## src/rtl/input_debouncer.sv

```systemverilog
// rtl/input_debouncer.sv - two-flop synchronizer plus stability-qualified level FSM with edge pulses
module input_debouncer #(
    parameter int STABLE_CYCLES = 4,
    parameter int CNT_W         = 3
) (
    input  logic clk,
    input  logic rst,
    input  logic raw_in,
    input  logic en,
    output logic d_out,
    output logic rise_p,
    output logic fall_p,
    output logic busy
);

    typedef enum logic [1:0] {
        IDLE_LO = 2'd0,
        WAIT_HI = 2'd1,
        IDLE_HI = 2'd2,
        WAIT_LO = 2'd3
    } state_t;

    localparam logic [CNT_W-1:0] CNT_TERM = CNT_W'(STABLE_CYCLES - 1);

    logic             s1_q, s1_d;
    logic             sync_q, sync_d;
    state_t           state_q, state_d;
    logic [CNT_W-1:0] cnt_q, cnt_d;
    logic             d_out_q, d_out_d;
    logic             rise_q, rise_d;
    logic             fall_q, fall_d;
    logic             busy_q, busy_d;

    always_ff @(posedge clk or negedge rst) begin
        if (!rst) begin
            s1_q    <= 1'b0;
            sync_q  <= 1'b0;
            state_q <= IDLE_LO;
            cnt_q   <= '0;
            d_out_q <= 1'b0;
            rise_q  <= 1'b0;
            fall_q  <= 1'b0;
            busy_q  <= 1'b0;
        end else begin
            s1_q    <= s1_d;
            sync_q  <= sync_d;
            state_q <= state_d;
            cnt_q   <= cnt_d;
            d_out_q <= d_out_d;
            rise_q  <= rise_d;
            fall_q  <= fall_d;
            busy_q  <= busy_d;
        end
    end

    always_comb begin
        // Synchronizer runs every cycle; only the FSM is gated by en.
        s1_d    = raw_in;
        sync_d  = s1_q;
        state_d = state_q;
        cnt_d   = cnt_q;
        d_out_d = d_out_q;
        rise_d  = 1'b0;
        fall_d  = 1'b0;
        if (en) begin
            case (state_q)
                IDLE_LO: begin
                    if (sync_q) begin
                        state_d = WAIT_HI;
                        cnt_d   = '0;
                    end
                end
                WAIT_HI: begin
                    // A level change beats the terminal count on the same edge.
                    if (!sync_q) begin
                        state_d = IDLE_LO;
                        cnt_d   = '0;
                    end else if (cnt_q == CNT_TERM) begin
                        state_d = IDLE_HI;
                        cnt_d   = '0;
                        d_out_d = 1'b1;
                        rise_d  = 1'b1;
                    end else begin
                        cnt_d = cnt_q + 1'b1;
                    end
                end
                IDLE_HI: begin
                    if (!sync_q) begin
                        state_d = WAIT_LO;
                        cnt_d   = '0;
                    end
                end
                WAIT_LO: begin
                    if (sync_q) begin
                        state_d = IDLE_HI;
                        cnt_d   = '0;
                    end else if (cnt_q == CNT_TERM) begin
                        state_d = IDLE_LO;
                        cnt_d   = '0;
                        d_out_d = 1'b0;
                        fall_d  = 1'b1;
                    end else begin
                        cnt_d = cnt_q + 1'b1;
                    end
                end
                default: begin
                    state_d = IDLE_LO;
                    cnt_d   = '0;
                end
            endcase
        end
        busy_d = (state_d == WAIT_HI) || (state_d == WAIT_LO);
    end

    assign d_out  = d_out_q;
    assign rise_p = rise_q;
    assign fall_p = fall_q;
    assign busy   = busy_q;

endmodule

```

## config.mk

```make
export PLATFORM = sky130hd
export DESIGN_NAME = input_debouncer
export DESIGN_NICKNAME = d
export VERILOG_FILES = /design/src/rtl/input_debouncer.sv
export SDC_FILE = /design/constraint.sdc
export NUM_CORES = 1
export LEC_CHECK = 0
export ABC_AREA = 1
export CAP_MARGIN = 20
export CORE_AREA = 5 5 42 44
export DETAILED_ROUTE_END_ITERATION = 7
export DIE_AREA = 0 0 47 49
export GPL_TIMING_DRIVEN = 0
export PLACE_DENSITY = 0.64
export SLEW_MARGIN = 25
export SYNTH_ARGS = -nofsm -noshare
export SYNTH_HDL_FRONTEND = slang
export SYNTH_SLANG_ARGS = --single-unit
export TNS_END_PERCENT = 30
```

## constraint.sdc

```tcl
create_clock -name clk -period 1.5 [get_ports clk]
set_input_delay 0.375 -clock clk [delete_from_list [all_inputs] [get_ports clk]]
set_output_delay 0.375 -clock clk [all_outputs]
set_load 0.03 [all_outputs]
```

# Word-level counts from Yosys, hierarchy flattened
# Cells that the tools add are included.
# totals
wordCells	52
in_bits	4
output_inout_bits	4
register_bits	11
# op_classes
reduce_logical	5
eq_ne	12
n_addsub	1
muxes	26
# ops
cell	n
2-to-1 mux 3 bit	5
2-to-1 mux 2 bit	7
!= test 2 bit (second input constant)	6
case mux 3 bit (4 select lines)	1
2-to-1 mux 1 bit	11
case mux 2 bit (4 select lines)	1
== test 2 bit (second input constant)	3
AND reduction 6 bit	1
== test 2 x 1 -> 1 bit (second input constant)	2
adder 3 x 1 -> 3 bit (second input constant)	1
== test 3 x 2 -> 1 bit (second input constant)	1
AND reduction 3 bit	1
zero test 2 bit	1
case mux 1 bit (2 select lines)	1
nonzero test 2 bit	1
logical OR 1 bit	1

# Depth between registers and ports, before layout
# logic_depth
ltp_word	7
mapped_depth	7

# Least setup slack after synthesis
# OpenSTA, ideal clock, no wires.
# synth_path
kind	register -> register
from	reg with a tool-made name
to	reg with a tool-made name
stages_incl_launch_ff	6
setup_slack_ns	0.391
arrival_ns	0.989
required_ns	1.380
cell_sequence	dfrtp_1 -> nand2_2 -> nor2_4 -> inv_2 -> o21ai_0 -> nor2_1

==> impl_metrics.json <==
{
  "top_layer_used_by_detailed_routing": "met4",
  "cp-end-kind": "primary output",
  "pin_count_of_the_biggest_net_entering_global_routing": 11,
  "powerDensity_nw_per_um2": 1400,
  "hold_start": "s1_q",
  "clk_pin_slew_worst_paths_ps": 60,
  "min_to": "sync_q",
  "grt_setup_unrepaired": "false",
  "number_of_cells_on_the_worst_reg_to_reg_path": 6,
  "leakage_uw": 0.000317,
  "die_area_sq_um": 2300,
  "layoutNonFillerInstCount": 85,
  "whs_path_depth": 0,
  "max_cap_violations": 0,
  "die_y_um": 49,
  "drt_iter0_markers": 10,
  "layout_worst_path_cycle_share_pct": 95.5,
  "grt_antenna_before_repair": 0,
  "mappedNetlistArea_sq_um": 474,
  "status": "completed",
  "crit_arrival_ps": 1060,
  "finalWeightedCongestion": 0.775,
  "dp_hpwl_um": 623,
  "max_stage_delay_ps": 460,
  "grt_first_pass_wirelength_um": 1600,
  "num_antenna_cells": 0,
  "fp.coreArea_sq_um": 1400,
  "clock_latency_ps": 260,
  "syn-instance-count": 58,
  "worstPathBufferInverterCount": 1,
  "cts_inserted_buffers": 3,
  "met3_wirelength_um": 27,
  "syn2layout_area_growth_pct": 26.1,
  "drt-met1-wl_um": 365,
  "die_width_um": 47,
  "placement.cell_area_sq_um": 564,
  "numPlacedInstances": 81,
  "final_common_cell": "sky130_fd_sc_hd__nand2_1",
  "postCtsSetupRepairBufs": 0,
  "drive_above_1_share_pct": 18.8,
  "port-buffer-count": 7,
  "clkSinkCount": 10,
  "start_util_pct": 33.8,
  "final_cell_mix": "sky130_fd_sc_hd__nand2_1 (16), sky130_fd_sc_hd__dfrtp_1 (10), sky130_fd_sc_hd__nor2_1 (7)",
  "slowest_stage": "sky130_fd_sc_hd__dfrtp_1",
  "detailedRoute.firstPassIterationCount": 4,
  "timing_max_transition_violations_final": 0,
  "overflow": 0,
  "cts-htree-levels": 1,
  "critical_path_required_ps": 1120,
  "mappedNetlistNets": 63,
  "type_of_origin_of_the_critical_path": "flip-flop",
  "wirelength_um": 767,
  "timing.clock.skew_ps": 1.09,
  "ant_nets": 0,
  "worstReg2RegEnd": "cnt_q[2]",
  "max-vdd-ir-drop_mv": 0.595,
  "hold_violations": 0,
  "worst-path-max-fanout": 7,
  "route.detailed.wl_per_inst_um": 9.02,
  "critical_path.top_delay_family": "flip-flops",
  "layout.filler_cells": 141,
  "period_minus_slack_ps": 1430,
  "timing.setup.critical_path_class": "flip-flop to primary output",
  "synth_cell_types": 11,
  "multi_input_comb_area_sq_um": 190,
  "worstReg2RegStart": "cnt_q[0]",
  "sequential_cell_area_sq_um": 250,
  "report.final.setup_viol": 0,
  "synth_sequential_area_ratio_pct": 52.8,
  "cp_cell_sequence": "clkdlybuf4s15_2",
  "worst_slew_pin_slew_ps": 433,
  "setup.reg_to_reg.worst_slack_ps": 410,
  "buffers_from_clock_root_to_sink_at_most": 2,
  "grt_pass1_vias": 383,
  "global_route.usage.total_pct": 9.76,
  "vias_per_cell": 4.48,
  "slew_headroom_pct": 71.0,
  "root_buffer": "sky130_fd_sc_hd__clkbuf_4",
  "wl_met2_um": 349,
  "cts_tree": "built",
  "io_pins": 8,
  "final_instance_area_sq_um": 598,
  "final_nets": 75,
  "syn_avg_cell_area_sq_um": 8.18,
  "ys_ff_latch": 10,
  "total_power_uw": 835,
  "drcViolationCount": 0,
  "timing.fmax_ghz": 0.698,
  "synth-warning-count": 0,
  "hold_crit_class": "flip-flop to flip-flop",
  "row_count": 14,
  "detailroute.via_count": 381
}
-- synth_stat cells --
master	n	area share (%)
sky130_fd_sc_hd__dfrtp_1	10	53
sky130_fd_sc_hd__ha_1	1	2.6
sky130_fd_sc_hd__inv_1	6	4.7
sky130_fd_sc_hd__inv_2	3	2.4
sky130_fd_sc_hd__nand2_1	16	13
sky130_fd_sc_hd__nand2_2	3	4.0
sky130_fd_sc_hd__nand3_1	6	6.3
sky130_fd_sc_hd__nor2_1	7	5.5
sky130_fd_sc_hd__nor2_4	2	4.7
sky130_fd_sc_hd__o21ai_0	2	2.1
sky130_fd_sc_hd__o21ai_1	2	2.1
-- per-stage QoR --
| stage | setup TNS (ps) | hold WS (ps) | worst slack (ps) | util [%] |
|---|---|---|---|---|
| 2_1_floorplan | 0 | 79.4 | 391 | - |
| 3_3_place_gp | -24.1 | 333 | -24.1 | 40.3 |
| 3_5_place_dp | -13.8 | 338 | -13.8 | 40.3 |
| 4_1_cts | 0 | 353 | 55.4 | 42.7 |
| 5_1_grt | 0 | 383 | 6.91 | 42.7 |
| 6_report | 0 | 351 | 67.9 | 42.7 |
-- how the worst max path moves through the flow --
stage,startpoint,to,depth (start not counted)
after floorplan,flip-flop,flip-flop,5
after global placement,flip-flop,busy,1
after detailed placement,flip-flop,busy,1
after CTS,flip-flop,busy,1
after global routing,flip-flop,busy,1
final,flip-flop,busy,1
-- area by class of cell --
cell class / instances / share of cell area, %
Inverter: 9 / 5.65
Multi-Input combinational cell: 39 / 31.8
Tap cell: 16 / 3.35
Clock buffer: 4 / 6.07
Timing Repair Buffer: 7 / 11.3
Sequential cell: 10 / 41.8
-- what timing repair did --
item	CTS	global route
setup endpoints to repair	4	0
gates resized for setup	6	0
hold buffers	0	0
-- logic make-up (layout without fill, tap and decap cells) --
| group | after synthesis | count (layout) | share of synthesized area [%] |
|---|---|---|---|
| flops | 10 | 10 | 52.8 |
| fa+ha+maj | 1 | 1 | 2.64 |
| buf+inv | 9 | 20 | 7.12 |
| simple gates | 34 | 34 | 33.2 |
| compound gates | 4 | 4 | 4.22 |
-- report_power, final --
group	total [uW]	internal [uW]	switching [uW]
clock network	240	147	92.1
registers	378	321	57.1
logic	218	83.0	135
total	835	551	284
-- routing by layer --
layer,global-route usage [%],vias to the layer above
met1,13.0,170
met3,3.32,4
met4,6.91,0
met2,12.7,6
li1,-,201
met5,0,-
No activity file was read; power rests on OpenSTA's default activity.
